==> src/rtl/tq_pkg.sv <==
// Shared constants, block-row state type and rounding helper for the tq multiplier pipeline.
package tq_pkg;

    localparam int TQ_C64 = 64;
    localparam int TQ_C83 = 83;
    localparam int TQ_C36 = 36;

    typedef enum logic [1:0] {ROW0, ROW1, ROW2, ROW3} row_t;

    // Round-half-up arithmetic right shift on a sign-extended 64-bit value.
    function automatic logic signed [63:0] rnd_shift(input logic signed [63:0] value,
                                                     input int                 shift);
        logic signed [63:0] bias;
        bias = 64'sd1 <<< (shift - 1);
        return (value + bias) >>> shift;
    endfunction

endpackage

==> src/rtl/tq_pipe_slice.sv <==
// Single valid/ready pipeline register; loads when empty or when its content drains this cycle.
module tq_pipe_slice #(
    parameter int W = 8
) (
    input  logic         clk,
    input  logic         rst,
    input  logic         in_valid,
    output logic         in_ready,
    input  logic [W-1:0] in_data,
    output logic         out_valid,
    input  logic         out_ready,
    output logic [W-1:0] out_data
);

    assign in_ready = !out_valid || out_ready;

    always_ff @(posedge clk) begin
        if (rst) begin
            out_valid <= 1'b0;
            out_data  <= '0;
        end else if (in_ready) begin
            out_valid <= in_valid;
            if (in_valid)
                out_data <= in_data;
        end
    end

endmodule

==> src/rtl/tq_mcm4_pipe.sv <==
// 4-point HEVC partial-butterfly multiplier stage with 4-row block framing.
// Optional macro TQ_MCM4_ROUND_EN adds a rounding/shift output stage (latency 3 instead of 2).
module tq_mcm4_pipe
    import tq_pkg::*;
#(
    parameter int IN_W  = 20,
    parameter int OUT_W = IN_W + 8,
    parameter int SHIFT = 7
) (
    input  logic             clk,
    input  logic             rst,
    input  logic             in_valid,
    output logic             in_ready,
    input  logic             inverse,
    input  logic [IN_W-1:0]  i_0,
    input  logic [IN_W-1:0]  i_1,
    input  logic [IN_W-1:0]  i_2,
    input  logic [IN_W-1:0]  i_3,
    output logic             out_valid,
    input  logic             out_ready,
    output logic             out_last,
    output logic [OUT_W-1:0] o_0,
    output logic [OUT_W-1:0] o_1,
    output logic [OUT_W-1:0] o_2,
    output logic [OUT_W-1:0] o_3
);

    localparam int P1_W = 6 * OUT_W + 2;
    localparam int P2_W = 4 * OUT_W + 1;

    localparam logic signed [OUT_W-1:0] C64 = OUT_W'(TQ_C64);
    localparam logic signed [OUT_W-1:0] C83 = OUT_W'(TQ_C83);
    localparam logic signed [OUT_W-1:0] C36 = OUT_W'(TQ_C36);

    if (OUT_W < IN_W + 8 || SHIFT < 1 || SHIFT > OUT_W - 2) begin : g_param_check
        $error("tq_mcm4_pipe: OUT_W must be >= IN_W+8 and SHIFT in 1..OUT_W-2");
    end

    row_t row;
    logic blk_mode;
    logic cur_mode;
    logic accept;

    logic signed [OUT_W-1:0] x0, x1, x2, x3;
    logic [P1_W-1:0] data_p0, data_p1;
    logic            vld_p1, rdy_p2;

    logic                    mode_p1, last_p1;
    logic signed [OUT_W-1:0] a64_0, a64_1, a36_2, a83_2, a36_3, a83_3;
    logic signed [OUT_W-1:0] s0, s1, s2, s3;
    logic [P2_W-1:0]         sum_p1, data_p2;
    logic                    vld_p2, rdy_out;

    logic [P2_W-1:0] data_out;
    logic            vld_out;

    assign accept   = in_valid && in_ready;
    assign cur_mode = (row == ROW0) ? inverse : blk_mode;

    // Block framing: mode is captured on the first row and held for the rest of the block.
    always_ff @(posedge clk) begin
        if (rst) begin
            row      <= ROW0;
            blk_mode <= 1'b0;
        end else if (accept) begin
            if (row == ROW0)
                blk_mode <= inverse;
            row <= row_t'(row + 2'd1);
        end
    end

    // Stage 0 -> 1: full-precision products, mode and last flag
    assign x0 = OUT_W'($signed(i_0));
    assign x1 = OUT_W'($signed(i_1));
    assign x2 = OUT_W'($signed(i_2));
    assign x3 = OUT_W'($signed(i_3));

    assign data_p0 = {cur_mode, (row == ROW3),
                      x0 * C64, x1 * C64, x2 * C36, x2 * C83, x3 * C36, x3 * C83};

    tq_pipe_slice #(.W(P1_W)) u_s1 (
        .clk       (clk),
        .rst       (rst),
        .in_valid  (in_valid),
        .in_ready  (in_ready),
        .in_data   (data_p0),
        .out_valid (vld_p1),
        .out_ready (rdy_p2),
        .out_data  (data_p1)
    );

    // Stage 1 -> 2: butterfly sums and differences
    assign mode_p1 = data_p1[P1_W-1];
    assign last_p1 = data_p1[P1_W-2];
    assign a64_0   = $signed(data_p1[6*OUT_W-1 -: OUT_W]);
    assign a64_1   = $signed(data_p1[5*OUT_W-1 -: OUT_W]);
    assign a36_2   = $signed(data_p1[4*OUT_W-1 -: OUT_W]);
    assign a83_2   = $signed(data_p1[3*OUT_W-1 -: OUT_W]);
    assign a36_3   = $signed(data_p1[2*OUT_W-1 -: OUT_W]);
    assign a83_3   = $signed(data_p1[OUT_W-1:0]);

    assign s0 = a64_0 + a64_1;
    assign s1 = a64_0 - a64_1;
    assign s2 = mode_p1 ? (a36_2 - a83_3) : (a36_2 + a83_3);
    assign s3 = mode_p1 ? (a83_2 + a36_3) : (a36_3 - a83_2);

    assign sum_p1 = {last_p1, s0, s1, s2, s3};

    tq_pipe_slice #(.W(P2_W)) u_s2 (
        .clk       (clk),
        .rst       (rst),
        .in_valid  (vld_p1),
        .in_ready  (rdy_p2),
        .in_data   (sum_p1),
        .out_valid (vld_p2),
        .out_ready (rdy_out),
        .out_data  (data_p2)
    );

`ifdef TQ_MCM4_ROUND_EN
    function automatic logic [OUT_W-1:0] rnd_w(input logic [OUT_W-1:0] v);
        logic signed [63:0] t;
        t = rnd_shift(64'($signed(v)), SHIFT);
        return t[OUT_W-1:0];
    endfunction

    logic [P2_W-1:0] rnd_p2;

    // Stage 2 -> 3: round-half-up and arithmetic shift of each result
    assign rnd_p2 = {data_p2[P2_W-1],
                     rnd_w(data_p2[4*OUT_W-1 -: OUT_W]),
                     rnd_w(data_p2[3*OUT_W-1 -: OUT_W]),
                     rnd_w(data_p2[2*OUT_W-1 -: OUT_W]),
                     rnd_w(data_p2[OUT_W-1:0])};

    tq_pipe_slice #(.W(P2_W)) u_s3 (
        .clk       (clk),
        .rst       (rst),
        .in_valid  (vld_p2),
        .in_ready  (rdy_out),
        .in_data   (rnd_p2),
        .out_valid (vld_out),
        .out_ready (out_ready),
        .out_data  (data_out)
    );
`else
    assign rdy_out  = out_ready;
    assign vld_out  = vld_p2;
    assign data_out = data_p2;
`endif

    assign out_valid = vld_out;
    assign out_last  = data_out[P2_W-1];
    assign o_0       = data_out[4*OUT_W-1 -: OUT_W];
    assign o_1       = data_out[3*OUT_W-1 -: OUT_W];
    assign o_2       = data_out[2*OUT_W-1 -: OUT_W];
    assign o_3       = data_out[OUT_W-1:0];

endmodule

==> config.mk <==
export PLATFORM = sky130hd
export DESIGN_NAME = tq_mcm4_pipe
export DESIGN_NICKNAME = d
export VERILOG_FILES = /design/src/rtl/tq_pkg.sv /design/src/rtl/tq_pipe_slice.sv /design/src/rtl/tq_mcm4_pipe.sv
export SDC_FILE = /design/constraint.sdc
export NUM_CORES = 1
export LEC_CHECK = 0
export CORE_MARGIN = 3
export CORE_UTILIZATION = 61
export CTS_BUF_LIST = sky130_fd_sc_hd__clkbuf_4 sky130_fd_sc_hd__clkbuf_8
export DETAILED_ROUTE_END_ITERATION = 7
export GPL_TIMING_DRIVEN = 1
export PLACE_DENSITY_LB_ADDON = 0.1
export REMOVE_ABC_BUFFERS = 1
export SLEW_MARGIN = 0
export SYNTH_ARGS = -nofsm -noshare
export SYNTH_HDL_FRONTEND = slang
export SYNTH_SLANG_ARGS = --single-unit
==> constraint.sdc <==
create_clock -name clk -period 6.2 [get_ports clk]
set_clock_uncertainty 0.1 [all_clocks]
set_input_delay 1.55 -clock clk [delete_from_list [all_inputs] [get_ports clk]]
set_output_delay 1.55 -clock clk [all_outputs]
set_load 0.02 [all_outputs]
After elaboration in Yosys (flattened, before gate mapping)
Index checks and enable logic that the tools add are counted.
- div/mod/pow operators: 0
- shift operators: 0
- $mul: 4
- bitwise logic cells: 0
- muxes and demuxes: 3
- add/subtract/negate cells: 7
- reduce and logical (&&, ||, !) cells: 8
- $lt $le $gt $ge: 0
- equality and inequality tests: 1
- operators by type and width (operator ; number):
    $add A28 B28 Y28 ; 3
    $sub A28 B28 Y28 ; 3
    $mul A20 B8 Y28 const B ; 2
    $mux W28 ; 2
    $mul A20 B5 Y25 const B ; 2
    $reduce_and A2 Y1 ; 2
    $add A2 B1 Y2 const B ; 1
    $eq A2 B2 Y1 const B ; 1
    $logic_not A1 Y1 ; 2
    $logic_not A2 Y1 ; 1
    $logic_or A1 B1 Y1 ; 2
    $logic_and A1 B1 Y1 ; 1
    $mux W1 ; 1
- memory bits (writable): 0
- bits of input ports: 85
- ROM bits: 0
- register bits after elaboration: 272
- memories kept: 0
- output and inout bits: 115
- bits in latches: 0
- logic and storage cells: 29

Depth between registers and ports, before layout
- depth after elaboration: 4
- gate-level depth with buffers: 17
- gate-level depth less buffers: 16

Cells and area by module
From an unflattened synthesis, not the netlist that was laid out.
- cell total of the unflattened synthesis: 3159
- area total of the unflattened synthesis: 26818.2 µm²
- modules (own cells, without submodules) (module ; cells each ; seq. area each (µm²) ; instances ; area each (µm²)):
    tq_mcm4_pipe ; 1861 ; 60.1 ; 1 ; 14077.3
    tq_pipe_slice (u_s1) ; 779 ; 3423.3 ; 1 ; 7748.7
    tq_pipe_slice (u_s2) ; 519 ; 2282.2 ; 1 ; 4992.3

Least setup slack after synthesis
OpenSTA, ideal clock, no wires.
- path kind: input -> register
- start: input port i_2[10]
- end: register u_s1.out_data[83]
- library setup time: 0.079 ns
- setup slack: 0.832 ns
- cell stages on the path: 17
- buffers on the path: 1
- required time: 6.021 ns
- data arrival time: 5.189 ns
- path through: ha_1 -> fa_1 -> inv_1 -> fa_1 -> inv_1 -> ha_1 -> buf_2 -> and3_1 -> and3_1 -> o221ai_1 -> a31oi_1 -> a31o_1 -> or4_1 -> and3_1 -> o21ai_1 -> xnor2_1 -> a211oi_2
- word-level cells in the longest chain between the ends: 1
- RTL lines (element ; RTL line ; RTL):
    start, declared ; tq_mcm4_pipe.sv:17 ; input logic [IN_W-1:0] i_2,
    $mul A20 B8 Y28 ; tq_mcm4_pipe.sv:79 ; x0 * C64, x1 * C64, x2 * C36, x2 * C83, x3 * C36, x3 * C83};
    end signal, assigned ; tq_pipe_slice.sv:24 ; out_data <= in_data;
    end, declared ; tq_pipe_slice.sv:12 ; output logic [W-1:0] out_data
No other way between the ends.
A chain may end at the register's enable or synchronous reset.

Worst setup path after layout
- start: input port i_2[7]
- end: register u_s1.out_data[83]
The elaborated chain is that of the path after synthesis.

==> key figures <==
Synthesis
  • Average cell area after synthesis: 7.79 µm²
  • Mapped Area: 23400 µm²
  • Yosys top cell by area: dfxtp_1
  • Top FF cell, synth: dfxtp_1
  • Synth warn: 0
  • Synth top area cells: dfxtp_1, ha_1, a21oi_1
  • EDFF count, synth: 0
  • Yosys cell types: 97
  • #FFs+latches synth: 250
  • Register area share after synthesis: 21.4%
  • Syn Inst Count: 3003
  • Post-synth ARST share: 0%
  • Synth top area share: 21.4%

Final layout
  • Filler cell count in the final layout: 3165
  • Post-Route Utilization: 70.2%
  • Commonest non-fill, non-tap cell in the layout: nand2_1
  • Layout cell share with drive strength beyond 1: 5.21%
  • Layout area overhead: 13.4%
  • Final Net Count: 3656
  • Ant diodes: 0
  • Most frequent cells in the layout: nand2_1, a21oi_1, ha_1, inv_1, dfxtp_1

Die
  • Initial Util: 61.9%
  • Io pins: 200
  • Row Count: 71
  • Core ar.: 37800 µm²
  • Die X: 202 µm
  • Die area: 40700 µm²
  • Vert. Die Dim: 202 µm

STA
  • Hold WS: 347 ps
  • Final setup vio count: 0
  • Relative slew slack: 14.2%
  • Slew @ Worst Pin: 1280 ps
  • Minimum clock period: 5700 ps
  • FMAX: 176 MHz
  • Final worst-path cycle share: 91.9%
  • Slew Limit Fails: 0
  • Final worst slack: 505 ps
  • Final Hold Vio Count: 0
  • RSZ-0062 raised after global routing: false

Min path
  • Hold crit path type: reg2reg

Critical path
  • Slowest stage delay, CP: 560 ps
  • Worst Path Max Fanout: 6
  • Critical path class: in2reg
  • Worst EP arrival: 6030 ps
  • Critical-path top delay cell: clkdlybuf4s50_1
  • Critical path's top delay family: adder cells
  • Crit end category: flop
  • Crit path buf inv count: 3
  • Setup crit start kind: input port
  • CP Cell Sequence: clkdlybuf4s50_1 -> ha_1 -> fa_1 -> inv_1 -> fa_1 -> inv_1 -> ha_1 -> o21a_1 -> o21a_1 -> o221ai_1 -> a31oi_1 -> a31o_1 -> or4_1 -> and3_1 -> o21ai_1 -> xnor2_1 -> a211oi_2
  • CP Data Required Time: 6530 ps

Pwr
  • Clock power share: 20.7%
  • Total chip power: 0.00811 W
  • Sw Ratio: 43.4%
  • Net Switching: 0.00352 W
  • Peak supply drop: 0.179 mV
  • Logic pwr share: 54.6%
  • P_int: 0.00459 W
  • Sequential cell fraction of total power: 24.7%
  • LEAKAGE: 12.2 nW
  • Pwr/cell area: 306 nW/µm²

Global route
  • Vias in the first global route: 20900
  • First-pass GRT wire length: 106000 µm
  • Initial antenna violation count: 0
  • Gr ovfl total: 0
  • Pin count of the biggest net entering global routing: 83
  • GRT Total Usage: 31.3%

CTS
  • Sink Count: 250
  • Resize count post-CTS: 0
  • H-tree depth: 2
  • Clock buffer depth: 3
  • CTS tree: done
  • Clock-pin transition on the worst setup and hold timing paths: 60 ps
  • Worst-Skew Late Latency: 610 ps
  • Clk root buf: clkbuf_8
  • Postcts setup bufs: 0
  • Hold Buf Count CTS: 0
  • TritonCTS buffer count: 46

Status
  • Status: finished clean

Placed design
  • Number of buffers added on ports: 187
  • Final Wtd Congestion: 0.963
  • Post-Place Worst Slack: -52.2 ps
  • Detailed Place HPWL: 51200 µm

Detailed routing
  • DRC Markers: 0
  • Initial DRC Count: 1645
  • Routed len/inst: 17.6 µm
  • TritonRoute pass-1 iters: 6
  • Final ANT Viol Nets: 0
  • DR vias: 21500
  • Routed vias/inst: 5.84
  • Routed WL: 64700 µm

Run
  • Max_cap viols: 0
## area by class of cell
class | instances | area (µm²) | area share, %
clock buffer | 64 | 837 | 3.16
multi-input combinational | 2269 | 16400 | 61.9
clock inverter | 14 | 133 | 0.500
sequential | 250 | 5010 | 18.9
timing repair buffer | 232 | 2210 | 8.34
inverter | 337 | 1260 | 4.77
tap | 511 | 639 | 2.41
## worst reg2reg max path, stage by stage (launching register included)
cell      delay [ps]
dfxtp_1          780
ha_1             300
inv_1             60
fa_1             400
nor3_1           250
o31ai_1          150
a21oi_1          340
a211oi_1         280
o41ai_1          440
o22a_1           230
a211oi_1          90
xnor2_1          150
nand2_1           60
a32o_1           260
## power groups by stage
stage               Clock, W  Sequential [W]  Combinational [W]
finish               0.00168         0.00201            0.00443
floorplan                  0         0.00208            0.00305
detailed placement         0         0.00204            0.00433
global placement           0         0.00202            0.00425
global route         0.00178         0.00204            0.00491
CTS                  0.00171         0.00200            0.00436
## sequential cells by signal (all words and copies together) (netlist names)
| register | flops |
|---|---|
| u_s2.out_valid | 1 |
| row | 2 |
| blk_mode | 1 |
| u_s2.out_data | 100 |
| u_s1.out_valid | 1 |
| u_s1.out_data | 145 |
## cells in the mapped netlist (all sizes together) (5+ instances only)
cell	n
a211oi	57
a211o	9
dfxtp	250
a311o	5
nor4	13
ha	357
mux2i	7
o21a	23
nand4	21
nand3	44
nor3	46
clkbuf	114
nand2b	24
o211ai	13
nand3b	5
nor2b	22
xnor2	110
a2111oi	9
o31ai	18
and3	19
o21ai	120
o311ai	9
a21o	70
a22o	14
nor2	211
nor3b	6
buf	44
a21oi	362
inv	337
o22ai	6
or3	21
a31oi	20
a31o	5
or2	7
a22oi	5
o31a	5
a2111o	5
or4	8
xor2	35
nand2	376
and4	7
o21bai	36
fa	78
## kinds of logic after synthesis
kind of cell | synth area share [%]
AOI/OAI and AO/OA | 22.5
muxes | 0.300
adders and majority gates | 25.8
buffers and inverters | 8.62
DFF | 21.4
xor gates and xnor gates | 5.43
and+or+nand+nor | 16.0
other | 0.0160
## per-stage QoR
| step | std cells | cell area, µm² | TNS [ps] |
|---|---|---|---|
| after global routing | 3677 | 26500 | 0 |
| after global placement | 3599 | 25500 | 0 |
| after detailed placement | 3599 | 25500 | -52.2 |
| after floorplan | 2856 | 22700 | -21010 |
| after CTS | 3677 | 26500 | 0 |
| final | 3677 | 26500 | 0 |
## worst paths after layout
check	from	endpoint	slack [ps]	depth (start not counted)
hold / removal	u_s2.out_data[41]	u_s2.out_data[41]	350	2
hold reg to reg	u_s2.out_data[41]	u_s2.out_data[41]	350	2
setup reg to reg	u_s1.out_data[86]	u_s2.out_data[54]	2230	13
setup / recovery	i_2[7]	u_s1.out_data[83]	500	17
## metal layers
layer / vias up / global-route usage [%] / part of all wire, % / wire length, µm
met2: 714 / 51.1 / 45 / 29100
met1: 10100 / 43.6 / 46 / 29800
li1: 10500 / - / - / -
met5: - / 0 / 0 / 0
met4: 0 / 9.12 / 2.7 / 1770
met3: 113 / 4.06 / 6.1 / 3970
Power figures use the tool's default switching activity.
